`src/rtl/sbox_sequencer_pkg.sv`:
```
// Shared DES S-box constants, FSM state type and the table lookup helper
// used by the S_Box_n tables.
package sbox_sequencer_pkg;

   localparam int NUM_GROUPS = 8;
   localparam int GROUP_W    = 6;
   localparam int NIBBLE_W   = 4;
   localparam int TABLE_W    = 64 * NIBBLE_W;

   typedef enum logic [1:0] {
      ST_IDLE,
      ST_RUN,
      ST_DONE
   } state_e;

   // Tables are stored row-major with entry 0 in the top nibble; the DES row is
   // the outer bits {b5,b0} and the column the inner bits b4:b1.
   function automatic logic [NIBBLE_W-1:0] sbox_lookup(
      input logic [TABLE_W-1:0] tbl,
      input logic [GROUP_W-1:0] grp
   );
      logic [5:0]         entry;
      logic [TABLE_W-1:0] shifted;
      entry   = {grp[5], grp[0], grp[4:1]};
      shifted = tbl << (NIBBLE_W * entry);
      return shifted[TABLE_W-1 -: NIBBLE_W];
   endfunction

endpackage

```
`src/rtl/S_Box_1.sv`:
```
// DES S-box 1 lookup table.
module S_Box_1
   import sbox_sequencer_pkg::*;
(
   input  logic [GROUP_W-1:0]  group_i,
   output logic [NIBBLE_W-1:0] value_o
);
   assign value_o = sbox_lookup(
      256'hE4D12FB83A6C5907_0F74E2D1A6CB9538_41E8D62BFC973A50_FC8249175B3EA06D, group_i);
endmodule

```
`src/rtl/S_Box_2.sv`:
```
// DES S-box 2 lookup table.
module S_Box_2
   import sbox_sequencer_pkg::*;
(
   input  logic [GROUP_W-1:0]  group_i,
   output logic [NIBBLE_W-1:0] value_o
);
   assign value_o = sbox_lookup(
      256'hF18E6B34972DC05A_3D47F28EC01A69B5_0E7BA4D158C6932F_D8A13F42B67C05E9, group_i);
endmodule

```
`src/rtl/S_Box_3.sv`:
```
// DES S-box 3 lookup table.
module S_Box_3
   import sbox_sequencer_pkg::*;
(
   input  logic [GROUP_W-1:0]  group_i,
   output logic [NIBBLE_W-1:0] value_o
);
   assign value_o = sbox_lookup(
      256'hA09E63F51DC7B428_D709346A285ECBF1_D6498F30B12C5AE7_1AD069874FE3B52C, group_i);
endmodule

```
`src/rtl/S_Box_4.sv`:
```
// DES S-box 4 lookup table.
module S_Box_4
   import sbox_sequencer_pkg::*;
(
   input  logic [GROUP_W-1:0]  group_i,
   output logic [NIBBLE_W-1:0] value_o
);
   assign value_o = sbox_lookup(
      256'h7DE3069A1285BC4F_D8B56F03472C1AE9_A690CB7DF13E5284_3F06A1D8945BC72E, group_i);
endmodule

```
`src/rtl/S_Box_5.sv`:
```
// DES S-box 5 lookup table.
module S_Box_5
   import sbox_sequencer_pkg::*;
(
   input  logic [GROUP_W-1:0]  group_i,
   output logic [NIBBLE_W-1:0] value_o
);
   assign value_o = sbox_lookup(
      256'h2C417AB6853FD0E9_EB2C47D150FA3986_421BAD78F9C5630E_B8C71E2D6F09A453, group_i);
endmodule

```
`src/rtl/S_Box_6.sv`:
```
// DES S-box 6 lookup table.
module S_Box_6
   import sbox_sequencer_pkg::*;
(
   input  logic [GROUP_W-1:0]  group_i,
   output logic [NIBBLE_W-1:0] value_o
);
   assign value_o = sbox_lookup(
      256'hC1AF92680D34E75B_AF427C9561DE0B38_9EF528C3704A1DB6_432C95FABE17608D, group_i);
endmodule

```
`src/rtl/S_Box_7.sv`:
```
// DES S-box 7 lookup table.
module S_Box_7
   import sbox_sequencer_pkg::*;
(
   input  logic [GROUP_W-1:0]  group_i,
   output logic [NIBBLE_W-1:0] value_o
);
   assign value_o = sbox_lookup(
      256'h4B2EF08D3C975A61_D0B7491AE35C2F86_14BDC37EAF680592_6BD814A7950FE23C, group_i);
endmodule

```
`src/rtl/S_Box_8.sv`:
```
// DES S-box 8 lookup table.
module S_Box_8
   import sbox_sequencer_pkg::*;
(
   input  logic [GROUP_W-1:0]  group_i,
   output logic [NIBBLE_W-1:0] value_o
);
   assign value_o = sbox_lookup(
      256'hD2846FB1A93E50C7_1FD8A374C56B0E92_7B419CE206ADF358_21E74A8DFC90356B, group_i);
endmodule

```
`src/rtl/sbox_select.sv`:
```
// One shared lookup lane: evaluates all eight DES S-boxes on a 6-bit group and
// picks the one named by idx_i (0 = S1 ... 7 = S8).
module sbox_select
   import sbox_sequencer_pkg::*;
(
   input  logic [2:0]          idx_i,
   input  logic [GROUP_W-1:0]  group_i,
   output logic [NIBBLE_W-1:0] value_o
);

   logic [NIBBLE_W-1:0] box_val [NUM_GROUPS];

   S_Box_1 u_s1 (.group_i(group_i), .value_o(box_val[0]));
   S_Box_2 u_s2 (.group_i(group_i), .value_o(box_val[1]));
   S_Box_3 u_s3 (.group_i(group_i), .value_o(box_val[2]));
   S_Box_4 u_s4 (.group_i(group_i), .value_o(box_val[3]));
   S_Box_5 u_s5 (.group_i(group_i), .value_o(box_val[4]));
   S_Box_6 u_s6 (.group_i(group_i), .value_o(box_val[5]));
   S_Box_7 u_s7 (.group_i(group_i), .value_o(box_val[6]));
   S_Box_8 u_s8 (.group_i(group_i), .value_o(box_val[7]));

   assign value_o = box_val[idx_i];

endmodule

```
`src/rtl/sbox_sequencer.sv`:
```
// Time-multiplexed DES S-box engine: steps the eight 6-bit groups of a 48-bit
// vector through LANES shared lookup lanes and returns the 32-bit result.
module sbox_sequencer
   import sbox_sequencer_pkg::*;
#(
   parameter int LANES = 1
) (
   input  logic        i_clk,
   input  logic        i_rst,
   input  logic        i_valid,
   output logic        o_ready,
   input  logic [47:0] i_vector,
   output logic        o_valid,
   input  logic        i_ready,
   output logic [31:0] o_vector,
   output logic        o_busy
);

   generate
      if (LANES != 1 && LANES != 2 && LANES != 4 && LANES != 8) begin : g_bad_lanes
         $error("sbox_sequencer: LANES must be 1, 2, 4 or 8");
      end
   endgenerate

   // With LANES=8 the step wraps to zero and the first RUN cycle is also the last.
   localparam logic [2:0] STEP   = 3'(LANES % NUM_GROUPS);
   localparam logic [2:0] LAST_G = 3'(NUM_GROUPS - LANES);

   state_e              state_q;
   logic [47:0]         vec_q;
   logic [NIBBLE_W-1:0] res_q [NUM_GROUPS];
   logic [2:0]          grp_q;
   logic [2:0]          grp_d;
   logic                ready_q;
   logic                valid_q;
   logic                busy_q;

   logic [GROUP_W-1:0]  groups   [NUM_GROUPS];
   logic [2:0]          lane_idx [LANES];
   logic [NIBBLE_W-1:0] lane_val [LANES];

   assign grp_d = grp_q + STEP;

   // Group 0 (S1) sits in the top bits of both the input and the result.
   for (genvar g = 0; g < NUM_GROUPS; g++) begin : g_pack
      assign groups[g] = vec_q[(NUM_GROUPS-1-g)*GROUP_W +: GROUP_W];
      assign o_vector[(NUM_GROUPS-1-g)*NIBBLE_W +: NIBBLE_W] = res_q[g];
   end

   for (genvar l = 0; l < LANES; l++) begin : g_lane
      assign lane_idx[l] = grp_q + 3'(l);
      sbox_select u_sel (
         .idx_i   (lane_idx[l]),
         .group_i (groups[lane_idx[l]]),
         .value_o (lane_val[l])
      );
   end

   // NOTE: all state here uses non-blocking assignments so every register
   // samples the pre-edge values regardless of statement order.
   always_ff @(posedge i_clk or posedge i_rst) begin
      if (i_rst) begin
         state_q <= ST_IDLE;
         vec_q   <= '0;
         grp_q   <= '0;
         ready_q <= 1'b1;
         valid_q <= 1'b0;
         busy_q  <= 1'b0;
         // NOTE: the result nibbles are an array but still reset, because
         // o_vector must read zero after reset.
         for (int i = 0; i < NUM_GROUPS; i++) res_q[i] <= '0;
      end else begin
         unique case (state_q)
            ST_IDLE: begin
               if (i_valid) begin
                  vec_q   <= i_vector;
                  grp_q   <= '0;
                  state_q <= ST_RUN;
                  ready_q <= 1'b0;
                  busy_q  <= 1'b1;
               end
            end
            ST_RUN: begin
               for (int l = 0; l < LANES; l++) res_q[lane_idx[l]] <= lane_val[l];
               grp_q <= grp_d;
               if (grp_q == LAST_G) begin
                  state_q <= ST_DONE;
                  valid_q <= 1'b1;
               end
            end
            ST_DONE: begin
               if (i_ready) begin
                  state_q <= ST_IDLE;
                  valid_q <= 1'b0;
                  ready_q <= 1'b1;
                  busy_q  <= 1'b0;
               end
            end
            default: begin
               state_q <= ST_IDLE;
               valid_q <= 1'b0;
               ready_q <= 1'b1;
               busy_q  <= 1'b0;
            end
         endcase
      end
   end

   assign o_ready = ready_q;
   assign o_valid = valid_q;
   assign o_busy  = busy_q;

endmodule

```
`config.mk`:
```
export PLATFORM = sky130hd
export DESIGN_NAME = sbox_sequencer
export DESIGN_NICKNAME = d
export VERILOG_FILES = /design/src/rtl/sbox_sequencer_pkg.sv /design/src/rtl/S_Box_1.sv /design/src/rtl/S_Box_2.sv /design/src/rtl/S_Box_3.sv /design/src/rtl/S_Box_4.sv /design/src/rtl/S_Box_5.sv /design/src/rtl/S_Box_6.sv /design/src/rtl/S_Box_7.sv /design/src/rtl/S_Box_8.sv /design/src/rtl/sbox_select.sv /design/src/rtl/sbox_sequencer.sv
export SDC_FILE = /design/constraint.sdc
export NUM_CORES = 1
export LEC_CHECK = 0
export CORE_ASPECT_RATIO = 1.5
export CORE_UTILIZATION = 35
export CTS_BUF_LIST = sky130_fd_sc_hd__clkbuf_8 sky130_fd_sc_hd__clkbuf_16
export CTS_CLUSTER_DIAMETER = 40
export DETAILED_ROUTE_END_ITERATION = 16
export DONT_BUFFER_PORTS = 1
export PLACE_DENSITY = 0.46
export REMOVE_ABC_BUFFERS = 1
export SLEW_MARGIN = 20
export SYNTH_ARGS = -nofsm -noshare
export SYNTH_HDL_FRONTEND = slang
export SYNTH_SLANG_ARGS = --single-unit
export TNS_END_PERCENT = 30
```
`constraint.sdc`:
```
create_clock -name i_clk -period 9.7 [get_ports i_clk]
set_input_delay 0 -clock i_clk [delete_from_list [all_inputs] [get_ports i_clk]]
set_output_delay 0 -clock i_clk [all_outputs]
set_load 0.01 [all_outputs]
```
==> results.md, run 1 <==
- Status: completed
- Gpl congestion: 0.9654
- Total GRT Usage: 27.28%
- Setup slack after layout: 4.664 ns
- Worst slack, placed: 4.711 ns
- Number of synthesized register bits: 88
- Post-DP HPWL: 18560 um
- Setup-failing EPs final: 0
- Critical path data arrival time: 5.30 ns
- Post-layout min period: 5.036 ns
- Slew HR: 33.82%
- Starting density of the core: 35.80%
- Setup crit end: o_vector[4]
- Initial antenna violation count: 0
- Min-Delay Path Class: input pin to flop
- Number of fillers in the final layout: 2038
- Core area: 19240 um^2
- Reg2reg start: grp_q[0]
- Post-synth EDFFs: 0
- Fin crit share: 51.91%
- H-tree depth: 3
- Worst setup path class: flop to flop
- Most common flop cell mapped by yosys: dfrtp_1
- Worst flop-to-flop path endpoint: o_vector[4]
- Peak Freq: 0.1986 GHz
- Syn Std Cell Area: 6888 um^2
- Final #Nets: 848
- Number of global-route vias before repair: 6724
- Synth unique cells: 68
- Clock Latency Late Sink: 0.36 ns
- Area after DPL: 6953 um^2
- Post-Synthesis Cells: 787
- Setup TNS: 0 ns
- Drt via density: 6.384
- Max-cap violation count: 0
- Number of DRC markers in iteration 0: 659
- Layout Area Growth over Synthesis: 12.50%
- Share of cells above drive strength 1: 14.68%
- CTS tree: built
- Slowest CP cell: ha_1
- Async set or reset register ratio after synthesis: 100.0%
- Largest net degree at the start of global routing: 78
- Worst Tran Pin Value: 0.9927 ns
- Critical Path Start: grp_q[0]
- Via count: 6678
- Global-route wire length before repair: 40900 um
- First-pass DRT Iterations: 5
- Post-synthesis sequential area ratio: 31.99%
- Fin Clk Skew: 0.009375 ns
- Final wirelength: 26760 um
- Post-route ant nets: 0
- I/O Pins: 87
- CTS Root Cell: clkbuf_16
- Rows: 62
- Count of pins over their slew limit: 0
- Die Y: 173.8 um
- Port buffer count: 0
- FF-to-FF setup slack: 4.66 ns
- R2R cell count: 11
- Crit-path max cell delay: 0.79 ns
- Worst path cell trace: buf_4 > mux4_2 > mux2i_4 > buf_4 > ha_1 > inv_1 > nor2_1 > a22oi_1 > a211oi_1 > nor3_1 > o31ai_1
- DRC: 0
- Yosys warns: 0
- Ant. Diodes: 0
- Syn Area/Cell: 8.752 um^2
- GRT overflow: 0
- WP data required: 9.96 ns
- Critical path's most frequent cell: buf_4
- RSZ-0062 raised after global routing: no
- Hold Vio Cnt, Final: 0
- Clock sinks: 88
- Setup crit start kind: flop
- Commonest non-fill, non-tap cells in the layout: nand2_1 (93), dfrtp_1 (87), nor2_1 (75)
- Reg clk slew, reported paths: 0.07 ns
- Crit path max fanout: 27
- Die width: 116.5 um
- Critical path capture point type: flop
- CTS buffer count: 9
- Commonest non-fill, non-tap cell in the layout: nand2_1
- Max clock buf depth: 2
- Routed len/inst: 25.58 um
- Worst hold slack: 0.02884 ns
- Fin area: 7749 um^2
- Die Area: 20260 um^2
==> layer usage <==
| layer | up-vias | share of wire, % | track usage [%] |
|---|---|---|---|
| met2 | 370 | 47 | 42.53 |
| met4 | 0 | 8.0 | 21.10 |
| met1 | 3257 | 37 | 32.98 |
| li1 | 2959 | - | - |
| met5 | - | 0 | 0 |
| met3 | 92 | 7.5 | 4.441 |
==> worst max-delay path: cells and delay by family (launching register included) <==
family | cells | cell delay (ns)
and+or+nand+nor | 2 | 0.67
adders and majority gates | 1 | 0.79
buffers and inverters | 3 | 1.29
muxes | 2 | 0.72
AOI/OAI and AO/OA | 3 | 0.71
DFF | 1 | 0.73
==> Yosys cell counts, types with 3 or more instances <==
cell,number,area share (%)
nand2_1,93,5.1
dfrtp_1,87,32
nor2_1,75,4.1
mux2_2,53,8.7
o21ai_0,47,3.4
a21oi_1,41,3.0
buf_2,36,2.6
clkbuf_1,28,1.5
a211oi_1,27,2.9
mux2i_1,27,3.9
o211ai_1,25,2.7
nor3_1,22,1.6
nand3_1,21,1.5
a31oi_1,16,1.5
o31ai_1,13,1.4
inv_1,12,0.65
ha_1,11,2.0
mux4_2,11,3.6
a311oi_1,8,1.0
o22ai_1,8,0.73
a221oi_1,7,0.89
buf_1,7,0.38
a21o_1,5,0.55
a22oi_1,5,0.55
buf_6,5,0.82
mux2i_4,5,1.6
nor2b_1,5,0.45
o21ai_1,5,0.36
xnor2_1,5,0.64
a211o_1,4,0.51
nand2b_1,4,0.36
o221ai_1,4,0.51
o311ai_0,4,0.51
a2111oi_0,3,0.38
a22o_1,3,0.38
and2_1,3,0.27
buf_4,3,0.33
inv_2,3,0.16
nand4_1,3,0.27
o311ai_1,3,0.38
o32a_1,3,0.44
or3_1,3,0.27
==> worst min-delay path by stage <==
stage                           start         end  slack, ns  depth (start not counted)
after floorplan           i_vector[0]   groups[0]       0.15                          1
after global placement          i_rst  state_q[0]       -0.1                          1
after detailed placement        i_rst  state_q[0]      -0.09                          1
after CTS                     i_valid      o_busy       0.02                          3
after global routing          i_valid      o_busy       0.04                          3
final                         i_valid      o_busy       0.03                          3
==> sequential cells by signal, indices dropped and copies added, names as in the netlist <==
| signal | flops |
|---|---|
| o_vector | 32 |
| o_valid | 1 |
| o_busy | 1 |
| state_q | 2 |
| grp_q | 3 |
| groups | 48 |
| o_ready | 1 |
==> through the flow <==
stage | utilization (%) | std cells
floorplan | - | 708
global placement | 36.14 | 979
detailed placement | 36.14 | 979
CTS | 40.28 | 1046
global route | 40.28 | 1046
finish | 40.28 | 1046
==> what timing repair did <==
item,CTS,global route
endpoints found under the hold margin,84,0
buffers inserted,0,0
resized for setup,0,0
hold buffers,51,0
==> logic make-up after synthesis <==
family / share of synthesized area (%)
and+or+nand+nor: 14.21
AOI/OAI and AO/OA: 25.78
adders and majority gates: 1.998
muxes: 18.22
DFF: 31.99
xor gates and xnor gates: 1.272
buffers and inverters: 6.539
==> final cells by class <==
class / instances / area [um^2] / share of cell area, %
clock buffers: 11 / 252.7 / 3.262
clock inverters: 5 / 32.53 / 0.4198
inverters: 16 / 62.56 / 0.8074
multi-input cells: 604 / 4254 / 54.90
flip-flops and latches: 88 / 2203 / 28.44
well taps: 256 / 320.3 / 4.134
repair buffers: 66 / 623.1 / 8.041
Power of run 1 is not shown: default switching activity piles up to over one toggle a cycle in this logic, so the estimate is an artifact.
==> run 2: changes to the inputs <==
clock period = 5.1 ns   (was 9.7 ns; I/O delays follow)
==> results.md, run 2 (synthesized netlist as in run 1, its figures left out) <==
- Rows: 62
- Min-Delay Path Class: input pin to flop
- Die Y: 173.8 um
- Peak Freq: 0.2391 GHz
- Via count: 6820
- Clock sinks: 88
- R2R cell count: 9
- Critical path capture point type: flop
- Fin area: 7879 um^2
- CP Depth: 9
- Initial antenna violation count: 0
- CTS buffer count: 9
- Largest net degree at the start of global routing: 68
- Routed len/inst: 25.84 um
- Crit-path max cell delay: 0.62 ns
- I/O Pins: 87
- Die width: 116.5 um
- GRT overflow: 0
- Hold Vio Cnt, Final: 0
- Total GRT Usage: 28.04%
- CTS Root Cell: clkbuf_16
- Reg2reg start: grp_q[0]
- Hold path endpoint: o_busy
- Worst path cell trace: mux4_2 > mux2i_4 > inv_2 > ha_1 > mux2i_2 > nor2_1 > o21ai_0 > a31oi_1 > a21oi_1
- Fin Clk Skew: 0.01237 ns
- Slew HR: 35.10%
- Post-Layout Cell Count: 1058
- Post-layout min period: 4.182 ns
- Critical path data arrival time: 4.47 ns
- Final wirelength: 27340 um
- Share of cells above drive strength 1: 16.08%
- CTS tree: built
- RSZ-0062 raised after global routing: no
- Slowest CP cell: dfrtp_1
- Max clock buf depth: 2
- Worst flop-to-flop path endpoint: o_vector[24]
- Fin crit share: 82.00%
- Number of global-route vias before repair: 6607
- DRC: 0
- Commonest non-fill, non-tap cell in the layout: nand2_1
- Drt via density: 6.446
- Critical hold path startpoint: i_valid
- Gpl congestion: 0.9972
- Starting density of the core: 35.80%
- Count of pins over their slew limit: 0
- Hold Path Stages: 3
- Commonest non-fill, non-tap cells in the layout: nand2_1 (93), dfrtp_1 (87), nor2_1 (75)
- Port buffer count: 0
- Worst Tran Pin Value: 0.9735 ns
- Area after DPL: 7076 um^2
- Max-cap violation count: 0
- Core area: 19240 um^2
- Die Area: 20260 um^2
- Final #Nets: 861
- Setup-failing EPs final: 0
- Post-DP HPWL: 19630 um
- Number of DRC markers in iteration 0: 710
- Post-CTS setup buffers: 0
- Layout Area Growth over Synthesis: 14.39%
- Number of fillers in the final layout: 2000
- Ant. Diodes: 0
- DP Cell Count: 992
- H-tree depth: 3
- Status: completed
- Crit path max fanout: 15
- Crit-path leading delay family: multiplexers
- WP data required: 5.39 ns
- First-pass DRT Iterations: 5
- Worst setup path class: flop to flop
- Post-route ant nets: 0
- Max reg flops: 48
- Clock Latency Late Sink: 0.36 ns
- Global-route wire length before repair: 41340 um
- FF-to-FF setup slack: 0.92 ns
- Worst Path Buf+Inv: 1
- Reg clk slew, reported paths: 0.07 ns
- Setup crit start kind: flop
-- run 2: cell count changes in the layout (fill, tap and decap cells not counted), sizes merged --
cell / before / now
buf: 15 / 28
clkbuf: 11 / 9
bufinv: 0 / 1
-- run 2: through the flow --
| stage | setup TNS (ns) | util [%] | hold WS, ns | setup WS [ns] |
|---|---|---|---|---|
| after CTS | 0 | 40.93 | 0.01959 | 0.9769 |
| after detailed placement | 0 | 36.78 | -0.09655 | 1.011 |
| final | 0 | 40.95 | 0.03862 | 0.9182 |
| after global placement | 0 | 36.78 | -0.1072 | 1.071 |
| after floorplan | -12.64 | - | 0.1518 | -0.7991 |
| after global routing | 0 | 40.95 | 0.08098 | 0.7451 |
-- run 2: worst register-to-register path, delay by kind of cell (launching register included) --
kind,cells,cell delay (ns)
compound gates,3,1.08
fa+ha+maj,1,0.44
buf+inv,1,0.31
flops,1,0.62
mux,3,1.55
simple gates,1,0.11
-- run 2: layout make-up --
cell class	count	area, um^2	area share, %
Clock buffer	9	225.2	2.859
Clock inverter	6	62.56	0.7940
Inverter	16	62.56	0.7940
Multi-Input combinational cell	604	4259	54.06
Sequential cell	88	2203	27.97
Tap cell	256	320.3	4.065
Timing Repair Buffer	79	745.7	9.465
-- run 2: per-layer routing --
| layer | part of all wire, % | vias up | track usage [%] |
|---|---|---|---|
| met2 | 49 | 411 | 45.34 |
| met3 | 7.2 | 99 | 3.671 |
| met5 | 0 | - | 0 |
| met1 | 37 | 3339 | 34.50 |
| li1 | - | 2971 | - |
| met4 | 6.8 | 0 | 18.25 |
-- run 2: worst max-delay path by stage --
stage | startpoint | endpoint | slack (ns)
after floorplan | grp_q[0] | o_vector[27] | -0.80
after global placement | grp_q[0] | o_vector[24] | 1.07
after detailed placement | grp_q[0] | o_vector[24] | 1.01
after CTS | grp_q[0] | o_vector[24] | 0.98
after global routing | grp_q[0] | o_vector[4] | 0.75
final | grp_q[0] | o_vector[24] | 0.92
-- run 2: timing repair --
action,CTS,global route
hold endpoints to repair,84,0
hold buffers,51,0
endpoints found under the setup margin,0,0
gates resized for setup,0,0
Power of run 2 is left out for the same reason.
==> run 3: changes to the inputs <==
PLACE_DENSITY = 0.48   (was 0.46)
clock period = 3.75 ns   (was 5.1 ns; I/O delays follow)
==> results.md, run 3 (synthesized netlist as in run 1, its figures left out) <==
- First-pass DRT Iterations: 5
- Min-Delay Path Class: input pin to flop
- Met1 Use GR: 37.28%
- Reg2reg start: grp_q[2]
- Total GRT Usage: 32.42%
- Worst Path Buf+Inv: 2
- Port buffer count: 0
- Commonest non-fill, non-tap cell in the layout: nand2_1
- Final #Nets: 914
- Drt via density: 6.343
- Setup-failing EPs final: 0
- Starting density of the core: 35.80%
- DRC: 0
- Post-cts sizing count: 0
- Hold Path Stages: 3
- Initial antenna violation count: 0
- GRT overflow: 0
- Crit path max fanout: 12
- Post-DP HPWL: 23400 um
- GR peak layer: met2
- Core area: 19240 um^2
- Clock Latency Late Sink: 0.37 ns
- Met2 Resource Use GR: 53.60%
- Peak Freq: 0.2794 GHz
- Count of pins over their slew limit: 0
- Gpl congestion: 1.019
- Hold path endpoint: o_busy
- CTS buffer count: 9
- Reg clk slew, reported paths: 0.07 ns
- Hold_buf cts: 51
- Status: completed
- Die Area: 20260 um^2
- Worst setup path class: flop to flop
- I/O Pins: 87
- Number of DRC markers in iteration 0: 829
- Routed len/inst: 28.18 um
- FF-to-FF setup slack: 0.17 ns
- Max reg flops: 48
- Worst path cell trace: buf_4 > mux4_2 > mux2i_4 > buf_4 > mux2i_1 > nor2_1 > o21ai_0 > a31oi_1 > a21oi_1
- H-tree depth: 3
- Rows: 62
- Number of global-route vias before repair: 7304
- Critical hold path startpoint: i_valid
- Max clock buf depth: 2
- Fin Clk Skew: 0.01531 ns
- WP data required: 4.04 ns
- Setup TNS: 0 ns
- GRT met3 Usage: 5.210%
- Critical path capture point type: flop
- Setup crit start kind: flop
- Critical path's most frequent cell: buf_4
- Crit-path max cell delay: 0.79 ns
- Crit-path leading delay family: multiplexers
- CTS Root Cell: clkbuf_16
- Hold Vio Cnt, Final: 0
- Clock sinks: 88
- Post-layout min period: 3.580 ns
- Final wirelength: 31360 um
- Post-route ant nets: 0
- Post-CTS setup buffers: 0
- Worst Tran Pin Value: 0.9172 ns
- CTS tree: built
- Slew HR: 37.11%
- Largest net degree at the start of global routing: 68
- Die Y: 173.8 um
- Max-cap violation count: 0
- Slowest CP cell: mux2i_1
- R2R cell count: 9
- Share of cells above drive strength 1: 21.26%
- Die width: 116.5 um
- Critical path data arrival time: 3.87 ns
- Fin crit share: 95.45%
- Layout Area Growth over Synthesis: 20.76%
- Worst flop-to-flop path endpoint: o_vector[24]
- Global-route wire length before repair: 47200 um
- Commonest non-fill, non-tap cells in the layout: nand2_1 (93), dfrtp_1 (87), buf_4 (77)
- RSZ-0062 raised after global routing: no
- Via count: 7060
[run 3: cell types whose count changed in the layout (fill, tap and decap cells not counted)]
cell        delta
nor3_1         +1
inv_8          +1
buf_12         +2
inv_6          +1
clkinvlp_4     -2
diode_2        +1
nor3_2         -1
clkbuf_8       +1
buf_4         +51
[run 3: worst max path at each step]
| stage | startpoint | to | slack [ns] | depth (start not counted) |
|---|---|---|---|---|
| 6_report | grp_q[2] | o_vector[24] | 0.17 | 9 |
| 5_1_grt | grp_q[0] | o_vector[24] | 0.04 | 9 |
| 4_1_cts | grp_q[2] | o_vector[24] | 0.26 | 11 |
| 3_5_place_dp | grp_q[2] | o_vector[24] | 0.28 | 11 |
| 3_3_place_gp | grp_q[2] | o_vector[24] | 0.27 | 11 |
| 2_1_floorplan | grp_q[0] | o_vector[27] | -2.15 | 7 |
[run 3: metal layers]
layer | part of all wire, % | routed length, um
met1 | 36 | 11150
met3 | 6.9 | 2166
met4 | 7.8 | 2460
met2 | 50 | 15590
met5 | 0 | 0
[run 3: area by class of cell]
class                   instances  area (um^2)
fillers                      1986        10920
multi-input cells             604         4254
flip-flops and latches         88         2203
repair buffers                132         1169
well taps                     256        320.3
clock buffers                  10        239.0
clock inverters                 6        67.56
inverters                      16        62.56
diodes                          1        2.502
[run 3: metrics by stage]
step           std cells  cell area, um^2  setup WS, ns  hold slack [ns]  utilization (%)
6_report            1113             8318        0.1705          0.03041            43.24
5_1_grt             1112             8315       0.04395          0.05580            43.22
4_1_cts             1112             8314        0.2634          0.02783            43.22
3_5_place_dp        1045             7497        0.2774           0.1548            38.97
3_3_place_gp        1045             7497        0.2708           0.1469            38.97
2_1_floorplan        708             6497        -2.149           0.1518                -
[run 3: worst min-delay path, cell delays in order]
cell	delay [ns]
nor2b_1	0.13
a21oi_1	0.11
o22ai_1	0.10
Power of run 3 is left out for the same reason.
